==> config.mk <==
export PLATFORM = sky130hd
export DESIGN_NAME = fetch_decode_ctrl_flat
export DESIGN_NICKNAME = d
export VERILOG_FILES = /design/src/rtl/fetch_decode_ctrl_if.sv /design/src/rtl/fetch_decode_ctrl.sv /design/src/flat_wrapper.sv
export SDC_FILE = /design/constraint.sdc
export NUM_CORES = 1
export LEC_CHECK = 0
export BUFFER_PORTS_ARGS = -buffer_cell sky130_fd_sc_hd__buf_2
export CAP_MARGIN = 20
export CORE_MARGIN = 3
export CORE_UTILIZATION = 45
export DETAILED_ROUTE_END_ITERATION = 6
export GPL_TIMING_DRIVEN = 0
export PLACE_DENSITY = 0.72
export SETUP_SLACK_MARGIN = 0.5
export SYNTH_ARGS = -nofsm -noshare
export SYNTH_HDL_FRONTEND = slang
export SYNTH_SLANG_ARGS = --single-unit
==> constraint.sdc <==
create_clock -name clk -period 3.6 [get_ports clk]
set_clock_uncertainty 0.1 [all_clocks]
set_input_delay 0.36 -clock clk [delete_from_list [all_inputs] [get_ports clk]]
set_output_delay 0.36 -clock clk [all_outputs]
set_load 0.1 [all_outputs]
==> src/rtl/fetch_decode_ctrl_if.sv <==
// Bus bundle for fetch_decode_ctrl: instruction-memory read channel,
// decoded-op issue channel and branch-resolution inputs.
// master = the controller, slave = memory/datapath side.
interface fetch_decode_ctrl_if #(
    parameter int PCW = 8,
    parameter int IW  = 9
);
    logic           imem_req;
    logic [PCW-1:0] imem_addr;
    logic           imem_valid;
    logic [IW-1:0]  imem_rdata;
    logic [4:0]     alu_op;
    logic [3:0]     operand;
    logic           op_valid;
    logic           ex_ready;
    logic           br_valid;
    logic           br_taken;
    logic [PCW-1:0] br_target;

    modport master (
        output imem_req, imem_addr, alu_op, operand, op_valid,
        input  imem_valid, imem_rdata, ex_ready, br_valid, br_taken, br_target
    );

    modport slave (
        input  imem_req, imem_addr, alu_op, operand, op_valid,
        output imem_valid, imem_rdata, ex_ready, br_valid, br_taken, br_target
    );
endinterface

==> src/rtl/fetch_decode_ctrl.sv <==
// Instruction fetch/decode controller. Owns the PC, fetches one 9-bit word
// per request, decodes it into the 5-bit ALU opcode space and issues it with
// a ready/valid handshake; kBRH waits for datapath branch resolution.
// Optional build macro ILLEGAL_TRAP_EN: an undefined opcode halts the
// program at the faulting pc instead of issuing as kNOP.
module fetch_decode_ctrl #(
    parameter int            PCW       = 8,
    parameter int            IW        = 9,
    parameter logic [IW-1:0] HALT_WORD = 9'h1FF
) (
    input  logic                clk,
    input  logic                reset_n,
    input  logic                start,
    fetch_decode_ctrl_if.master bus,
    output logic [PCW-1:0]      pc,
    output logic                done,
    output logic                illegal
);
    localparam logic [4:0] K_NOP  = 5'd9;
    localparam logic [4:0] K_BRH  = 5'd17;
    localparam logic [4:0] K_NOPB = 5'd19;
    localparam logic [4:0] K_LAST = 5'd19;

    typedef enum logic [2:0] {IDLE, FETCH, ISSUE, BRANCH, HALT} state_t;
    state_t state;

    logic [4:0] fetched_op;
    logic       undef;

    assign fetched_op    = bus.imem_rdata[IW-1:4];
    assign undef         = fetched_op > K_LAST;
    assign bus.imem_addr = pc;

    // Control FSM; every output is registered and updated with the state.
    always_ff @(posedge clk or negedge reset_n) begin
        if (!reset_n) begin
            state        <= IDLE;
            pc           <= '0;
            bus.alu_op   <= K_NOP;
            bus.operand  <= '0;
            bus.op_valid <= 1'b0;
            bus.imem_req <= 1'b0;
            done         <= 1'b0;
            illegal      <= 1'b0;
        end else begin
            case (state)
                IDLE: begin
                    if (start) begin
                        pc           <= '0;
                        bus.imem_req <= 1'b1;
                        state        <= FETCH;
                    end
                end
                FETCH: begin
                    // imem_req is high for the whole state, so imem_valid
                    // here always belongs to our outstanding request.
                    if (bus.imem_valid) begin
                        bus.imem_req <= 1'b0;
                        if (bus.imem_rdata == HALT_WORD) begin
                            done  <= 1'b1;
                            state <= HALT;
                        end
`ifdef ILLEGAL_TRAP_EN
                        else if (undef) begin
                            // pc stays on the faulting word for inspection
                            done    <= 1'b1;
                            illegal <= 1'b1;
                            state   <= HALT;
                        end
`endif
                        else begin
                            bus.op_valid <= 1'b1;
                            bus.alu_op   <= undef ? K_NOP : fetched_op;
                            bus.operand  <= bus.imem_rdata[3:0];
                            if (undef) illegal <= 1'b1;
                            state        <= ISSUE;
                        end
                    end
                end
                ISSUE: begin
                    // alu_op/operand are held until the datapath accepts
                    if (bus.ex_ready) begin
                        bus.op_valid <= 1'b0;
                        if (bus.alu_op == K_BRH) begin
                            bus.alu_op <= K_NOPB;
                            state      <= BRANCH;
                        end else begin
                            pc           <= pc + 1'b1;
                            bus.alu_op   <= K_NOP;
                            bus.imem_req <= 1'b1;
                            state        <= FETCH;
                        end
                    end
                end
                BRANCH: begin
                    if (bus.br_valid) begin
                        pc           <= bus.br_taken ? bus.br_target : pc + 1'b1;
                        bus.alu_op   <= K_NOP;
                        bus.imem_req <= 1'b1;
                        state        <= FETCH;
                    end
                end
                HALT: begin
                    if (start) begin
                        done         <= 1'b0;
                        illegal      <= 1'b0;
                        pc           <= '0;
                        bus.imem_req <= 1'b1;
                        state        <= FETCH;
                    end
                end
                default: state <= IDLE;
            endcase
        end
    end
endmodule
==> src/flat_wrapper.sv <==
// flat-port wrapper written by rule: the top's interface ports become plain ports
module fetch_decode_ctrl_flat 
#(
    parameter int            PCW       = 8,
    parameter int            IW        = 9,
    parameter logic [IW-1:0] HALT_WORD = 9'h1FF
)
  (clk, reset_n, start, pc, done, illegal, bus_imem_req, bus_imem_addr, bus_alu_op, bus_operand, bus_op_valid, bus_imem_valid, bus_imem_rdata, bus_ex_ready, bus_br_valid, bus_br_taken, bus_br_target);
  fetch_decode_ctrl_if #(.PCW(PCW), .IW(IW)) bus_i ();
  input  logic clk;
  input  logic reset_n;
  input  logic start;
  output logic [PCW-1:0] pc;
  output logic done;
  output logic illegal;
  output wire logic [$bits(bus_i.imem_req)-1:0] bus_imem_req;
  output wire logic [$bits(bus_i.imem_addr)-1:0] bus_imem_addr;
  output wire logic [$bits(bus_i.alu_op)-1:0] bus_alu_op;
  output wire logic [$bits(bus_i.operand)-1:0] bus_operand;
  output wire logic [$bits(bus_i.op_valid)-1:0] bus_op_valid;
  input wire logic [$bits(bus_i.imem_valid)-1:0] bus_imem_valid;
  input wire logic [$bits(bus_i.imem_rdata)-1:0] bus_imem_rdata;
  input wire logic [$bits(bus_i.ex_ready)-1:0] bus_ex_ready;
  input wire logic [$bits(bus_i.br_valid)-1:0] bus_br_valid;
  input wire logic [$bits(bus_i.br_taken)-1:0] bus_br_taken;
  input wire logic [$bits(bus_i.br_target)-1:0] bus_br_target;
  assign bus_imem_req = bus_i.imem_req;
  assign bus_imem_addr = bus_i.imem_addr;
  assign bus_alu_op = bus_i.alu_op;
  assign bus_operand = bus_i.operand;
  assign bus_op_valid = bus_i.op_valid;
  assign bus_i.imem_valid = bus_imem_valid;
  assign bus_i.imem_rdata = bus_imem_rdata;
  assign bus_i.ex_ready = bus_ex_ready;
  assign bus_i.br_valid = bus_br_valid;
  assign bus_i.br_taken = bus_br_taken;
  assign bus_i.br_target = bus_br_target;
  fetch_decode_ctrl #(.PCW(PCW), .IW(IW), .HALT_WORD(HALT_WORD)) u_core (.clk(clk), .reset_n(reset_n), .start(start), .bus(bus_i), .pc(pc), .done(done), .illegal(illegal));
endmodule
==> flow_summary.ini, run 1 <==
[synthesis]
seq_area_frac_synth = 0.384
synth_edf_count = 0
synth_compound_area_frac = 0.182
synth-async-reset-ratio = 1.00
synthFlopType = dfrtp_1
synth_top_area_frac = 0.351
ys_warn_count = 0
synth_top_area_cell = dfrtp_1
synth_fa_ha_area_frac = 0.00797
synth_top_family_by_area = simple AND/OR/NAND/NOR gates
avgSynthCellArea_sq_um = 10.3
synth_cells = 152
ys_seq_elements = 24
synth_fp_nets = 177
yosys-mux-area-fraction = 0.0900
synth_xor_area_frac = 0
synth_area_sq_um = 1570
synthTopCellsByArea = dfrtp_1 35%, mux2_4 4.8%, buf_4 4.3%, dfstp_2 3.3%, nand2_1 3.3%
ys_types = 56
synthSimpleGateAreaFrac = 0.259

[placement]
dp.cells = 248
place_hpwl_microns = 2890
place_congestion = 0.847
portBuffers = 52

[clock_network]
ctsRootBufferMaster = clkbuf_4
clk_latency_ns = 0.32
clk_pin_slew_ns = 0.13
cts-resized-gates = 0
clockBufferDepth = 2
cts_tree = done
ctsHoldBuffers = 1
numClockSinks = 24
post-cts-setup-buffer-count = 0
h-tree-depth = 1
cts-buffers-inserted = 3

[sta]
tightest_slew_ns = 0.542
final.setup.tns_ns = 0
finalSetupViolCount = 0
slew-limit-headroom = 0.638
fin_crit_ns = 1.88
fmax_ghz = 0.532
min_period_over_period = 0.522
timing.final.hold_violations = 0
hold_ws_ns = 0.159
drv_slew = 0
rsz0062_at_grt = no

[floorplan]
die_area_sq_um = 4230
core_area_sq_um = 3180
ioPinCount = 53
start_util = 0.494
rows = 20
die_y_microns = 65.1
dieWidth_microns = 65.1

[global_route]
grt_max_degree = 25
antenna_found_initial = 0
grt_pass1_wl_microns = 6400
grt_overflow = 0
track_usage = 0.195
grt_pass1_vias = 1352

[drt]
wirelength_microns = 3730
ant_nets = 0
drc = 0
via_per_inst = 5.50
dr.first_iter.drc_count = 38
first_pass_iters = 4
wl_per_cell_microns = 14.7
vias = 1392

[finish]
mostFrequentLayoutCell = buf_2
area_growth_pct = 22.4
layout_common_cells = 55 x buf_2, 22 x dfrtp_1, 14 x nand2_1
fin_nets = 235
fillers = 291
insertedDiodeCount = 0
drive_gt1_frac = 0.435
fin_cells = 253

[worst_setup_path]
crit_type = reg -> reg
start_kind = register
worstPathRequired_ns = 3.72
arrival_ns = 2.00
critPathCaptureType = register
critPathMaxFanout = 10

[flow_run]
drv_cap = 0

[status]
status = complete, no violations

[worst_hold_path]
min_path_type = in -> reg
## sequential cells by signal, summed over array words and instances, names as in the netlist
name                  count
u_core.bus.imem_req       1
u_core.done               1
u_core.bus.operand        4
u_core.bus.alu_op         5
u_core.state              3
u_core.bus.imem_addr      8
u_core.illegal            1
u_core.bus.op_valid       1
## Yosys cell counts (4+ instances only)
library cell and count:
o31ai_1 4, mux2_4 5, mux2_1 4, buf_4 9, inv_1 4, nand3_1 10, a21oi_1 5, nor2_1 6
nand2b_1 4, o211ai_1 4, dfrtp_1 22, nand2_1 14
## cell type report
type                            count  area, sq um  area share
Multi-Input combinational cell    110          847       0.441
Timing Repair Buffer               53          270       0.141
Tap cell                           44         55.1      0.0286
Inverter                            4         15.0     0.00781
Buffer                             14          105      0.0547
Sequential cell                    24          603       0.314
Clock buffer                        4         26.3      0.0137
## worst max-delay path, stage by stage, from the launching register on
cell and delay [ns]:
dfstp_2 0.56, nor4b_2 0.26, nand3_2 0.24, and2_1 0.24, buf_6 0.13, a32o_1 0.24
## stage by stage
| stage | cell area, sq um | utilization | setup WS (ns) |
|---|---|---|---|
| final | 1920 | 0.605 | 1.72 |
| after global routing | 1920 | 0.605 | 1.56 |
| after CTS | 1920 | 0.605 | 1.72 |
| after detailed placement | 1890 | 0.593 | 1.72 |
| after global placement | 1890 | 0.593 | 1.74 |
| after floorplan | 1570 | - | 1.45 |
## path summary, 6_finish.rpt
path / startpoint / to / slack, ns / cells past startpoint
max reg2reg: u_core.bus.alu_op[0]$_DFFE_PN1P_ / u_core.bus.imem_addr[6]$_DFFE_PN0P_ / 1.72 / 5
min: bus_imem_rdata[2] / u_core.bus.operand[2]$_DFFE_PN0P_ / 0.16 / 2
min reg2reg: u_core.illegal$_DFFE_PN0P_ / u_core.illegal$_DFFE_PN0P_ / 0.39 / 1
min in group asynchronous: reset_n / u_core.bus.operand[0]$_DFFE_PN0P_ / 0.44 / 2
max: u_core.bus.alu_op[0]$_DFFE_PN1P_ / u_core.bus.imem_addr[6]$_DFFE_PN0P_ / 1.72 / 5
max in group asynchronous: reset_n / u_core.bus.alu_op[3]$_DFFE_PN1P_ / 2.59 / 2
## cell families after synthesis
group | count (synthesis)
fa+ha+maj | 1
simple gates | 63
flops | 24
buf+inv | 18
compound gates | 35
mux | 11
## metal layers
layer / vias up / wire length (microns) / global-route usage / share of wire
met1: 656 / 1640 / 0.250 / 0.44
met4: 0 / 35 / 0.0440 / 0.0094
met5: - / 0 / 0 / 0
li1: 684 / - / - / -
met2: 47 / 1850 / 0.332 / 0.49
met3: 5 / 206 / 0.0468 / 0.055
Power of run 1 is not shown: default switching activity piles up to over one toggle a cycle in this logic, so the estimate is an artifact.
==> inputs of run 2 (changes only) <==
Settings changed: ABC_AREA from default to 1, PLACE_DENSITY 0.72 to 0.75.
Clock period 3.6 ns to 1.6 ns, I/O delays scaled along.
==> run 2 against run 1 <==
The run now fails in global routing. Synthesized area decreased by 0.56%. Synthesized cell count grew 51%.
==> flow_summary.ini, run 2 <==
[floorplan]
dieWidth_microns = 64.9
start_util = 0.491
die_y_microns = 64.9
ioPinCount = 53
rows = 20

[global_route]
antenna_found_initial = 0
grt_max_degree = 25

[synthesis]
synth_cells = 229
synth_fp_nets = 254
yosysMostFrequentCell = nand2_1
ys_types = 24
synth_top_area_frac = 0.353
synth_compound_area_frac = 0.0745
synth_top_family_by_area = simple AND/OR/NAND/NOR gates
avgSynthCellArea_sq_um = 6.82
synth_area_sq_um = 1560
ys_warn_count = 0
ys_seq_elements = 24
yosys-mux-area-fraction = 0
synth_common_cells = 79 x nand2_1, 27 x inv_1, 23 x nand3_1
synthFlopType = dfrtp_1
seq_area_frac_synth = 0.386
synth_fa_ha_area_frac = 0.00801
synthTopCellsByArea = dfrtp_1 35%, nand2_1 19%, nand3_1 7.4%, inv_1 6.5%, o21ai_0 6.4%
synth_top_area_cell = dfrtp_1
synth-async-reset-ratio = 1.00
synthSimpleGateAreaFrac = 0.404
synth_edf_count = 0
synth_xor_area_frac = 0.0168

[status]
stop_error = [ERROR DPL-0033] detailed placement checks failed during check placement.
lastStage = global routing
status = did not finish

[placement]
preCtsSetupSlack_ns = -0.00693
portBuffers = 51
placed_cell_area_sq_um = 2040
place_hpwl_microns = 2980
place_congestion = 0.948

[clock_network]
clockBufferDepth = 2
ctsRootBufferMaster = clkbuf_4
cts-buffers-inserted = 3
numClockSinks = 24
h-tree-depth = 1

[sta]
worstEpCategory = register input
worst_endpoint = u_core.bus.imem_addr[5]$_DFFE_PN0P_/D
==> run 2: cell types whose count changed after synthesis, moves of 5 or more <==
cell and delta:
nand3_1 +13, o21ai_0 +18, nor2_1 +11, mux2_4 -5, nand2_1 +65, inv_1 +23
nand4_1 +5
==> run 2: stage by stage <==
step / TNS, ns / cells
after floorplan: 0 / 229
after global placement: 0 / 324
after detailed placement: -0.00968 / 324
after CTS: 0 / 364
==> run 2: what timing repair did <==
action	4_1_cts
endpoints found under the hold margin	29
hold buffers	8
gates resized for setup	127
buffers inserted	26
setup endpoints to repair	53
cloned	2
pin swaps	12
==> run 2: cells by family after synthesis <==
family | Yosys count
AO/OA/AOI/OAI | 23
flip-flops | 24
adder cells (fa/ha/maj) | 1
XOR/XNOR | 3
AND/OR/NAND/NOR | 140
buffers and inverters | 38
==> inputs of run 3 (changes only) <==
Settings changed: CORE_UTILIZATION 45 to 30, PLACE_DENSITY 0.75 to default, PLACE_DENSITY_LB_ADDON from default to 0.15, SETUP_SLACK_MARGIN 0.5 to default.
Clock period 1.6 ns to 2.1 ns, I/O delays scaled along.
==> run 3 against run 2 <==
Synthesized area is the same. The flow now finishes without violations. Synthesized cell count is the same.
==> flow_summary.ini, run 3 <==
[status]
status = complete, no violations

[drt]
dr.first_iter.drc_count = 61
via_per_inst = 4.43
wl_per_cell_microns = 11.2
drc = 0
ant_nets = 0
wirelength_microns = 3950
first_pass_iters = 4
vias = 1560

[clock_network]
h-tree-depth = 1
clk_pin_slew_ns = 0.09
cts-buffers-inserted = 3
ctsRootBufferMaster = clkbuf_8
numClockSinks = 24
clk_latency_ns = 0.27
clockBufferDepth = 2
cts_tree = done

[sta]
slew-limit-headroom = 0.628
drv_slew = 0
tightest_slew_ns = 0.559
rsz0062_at_grt = no
timing.final.hold_violations = 0
finalSetupViolCount = 0
min_period_over_period = 0.780
final.setup.tns_ns = 0
fin_crit_ns = 1.64
fmax_ghz = 0.611

[synthesis]
ys_warn_count = 0
synth_cells = 229
ys_seq_elements = 24
avgSynthCellArea_sq_um = 6.82
synthTopCellsByArea = dfrtp_1 35%, nand2_1 19%, nand3_1 7.4%, inv_1 6.5%, o21ai_0 6.4%
synthFlopType = dfrtp_1
synth_common_cells = 79 x nand2_1, 27 x inv_1, 23 x nand3_1
synth-async-reset-ratio = 1.00
synth_edf_count = 0
ys_types = 24
synth_top_area_cell = dfrtp_1
synth_fp_nets = 254
synth_top_area_frac = 0.353
synth_area_sq_um = 1560
yosysMostFrequentCell = nand2_1
seq_area_frac_synth = 0.386

[worst_setup_path]
critPathMaxFanout = 8
worstPathRequired_ns = 2.19
start_kind = register
r2r-start = u_core.state[2]$_DFFE_PN0P_
critPathLaunch = u_core.state[2]$_DFFE_PN0P_
crit_type = reg -> reg
critPathCaptureType = register
arrival_ns = 1.73

[floorplan]
die_area_sq_um = 6110
dieWidth_microns = 78.1
rows = 25
ioPinCount = 53
start_util = 0.320
core_area_sq_um = 4880
die_y_microns = 78.1

[global_route]
grt_pass1_wl_microns = 6670
antenna_found_initial = 0
grt_busiest_layer = met2
gr-usage-met1 = 0.183
grt_max_degree = 25
grt_overflow = 0
use_met3 = 0.0275
track_usage = 0.134
grtUsageMet2 = 0.218
grt_pass1_vias = 1473

[finish]
layout_common_cells = 79 x nand2_1, 51 x buf_2, 27 x inv_1
fin_cells = 352
drive_gt1_frac = 0.277
largest_reg_flops = 8
insertedDiodeCount = 0
area_growth_pct = 26.9
fin_nets = 311
mostFrequentLayoutCell = nand2_1

[worst_hold_path]
min_path_type = in -> reg
min-delay-start = bus_imem_rdata[0]

[placement]
dp.cells = 347
portBuffers = 51
place_hpwl_microns = 3120
place_congestion = 0.802

[flow_run]
drv_cap = 0
==> run 3: cell counts after synthesis <==
Identical to the previous run, type by type.
==> run 3: stage by stage <==
step / hold WS [ns] / worst slack (ns) / cell area, sq um / utilization
2_1_floorplan: -0.186 / 0.0765 / 1560 / -
3_3_place_gp: 0.143 / 0.480 / 1900 / 0.389
3_5_place_dp: 0.142 / 0.489 / 1900 / 0.389
4_1_cts: 0.0805 / 0.447 / 1980 / 0.406
5_1_grt: 0.0971 / 0.287 / 1980 / 0.406
6_report: 0.0884 / 0.462 / 1980 / 0.406
==> run 3: repair_timing <==
| action | in CTS | in global routing |
|---|---|---|
| hold endpoints to repair | 22 | 0 |
| setup buffers | 0 | 0 |
| hold buffers | 1 | 0 |
| resized for setup | 0 | 0 |
==> run 3: layout make-up <==
type | instances | area [sq um]
well taps | 67 | 83.8
inverters | 29 | 109
repair buffers | 52 | 265
plain buffers | 9 | 63.8
multi-input cells | 167 | 786
clock inverters | 1 | 30.0
clock buffers | 3 | 41.3
fillers | 541 | 2900
flip-flops and latches | 24 | 603
==> run 3: path summary, 6_finish.rpt <==
| kind | end | slack (ns) | cells past startpoint |
|---|---|---|---|
| worst max-delay path | u_core.bus.alu_op[0]$_DFFE_PN1P_ | 0.46 | 7 |
| worst min-delay path | u_core.bus.operand[0]$_DFFE_PN0P_ | 0.09 | 3 |
| worst max register to register | u_core.bus.alu_op[0]$_DFFE_PN1P_ | 0.46 | 7 |
| worst min register to register | u_core.bus.operand[1]$_DFFE_PN0P_ | 0.38 | 2 |
| max in group asynchronous | u_core.bus.alu_op[0]$_DFFE_PN1P_ | 1.17 | 2 |
| min in group asynchronous | u_core.bus.op_valid$_DFFE_PN0P_ | 0.36 | 2 |
==> run 3: kinds of logic after synthesis <==
kind of cell / synth area share
adders and majority gates: 0.00801
buffers and inverters: 0.111
xor gates and xnor gates: 0.0168
and+or+nand+nor: 0.404
AOI/OAI and AO/OA: 0.0745
DFF: 0.386
==> run 3: worst max-delay path: stages, from the launching register on <==
cell     delay [ns]
dfrtp_1        0.47
inv_2          0.14
nand2_1        0.09
nor2_2         0.18
nand4_1        0.22
nand2_2        0.21
nand2_1        0.07
o21ai_0        0.08
==> run 3: metal layers <==
| layer | share of wire | wire length (microns) |
|---|---|---|
| met5 | 0 | 0 |
| met4 | 0.0056 | 22 |
| met3 | 0.045 | 176 |
| met2 | 0.44 | 1760 |
| met1 | 0.51 | 2000 |
Power of run 3 is left out for the same reason.
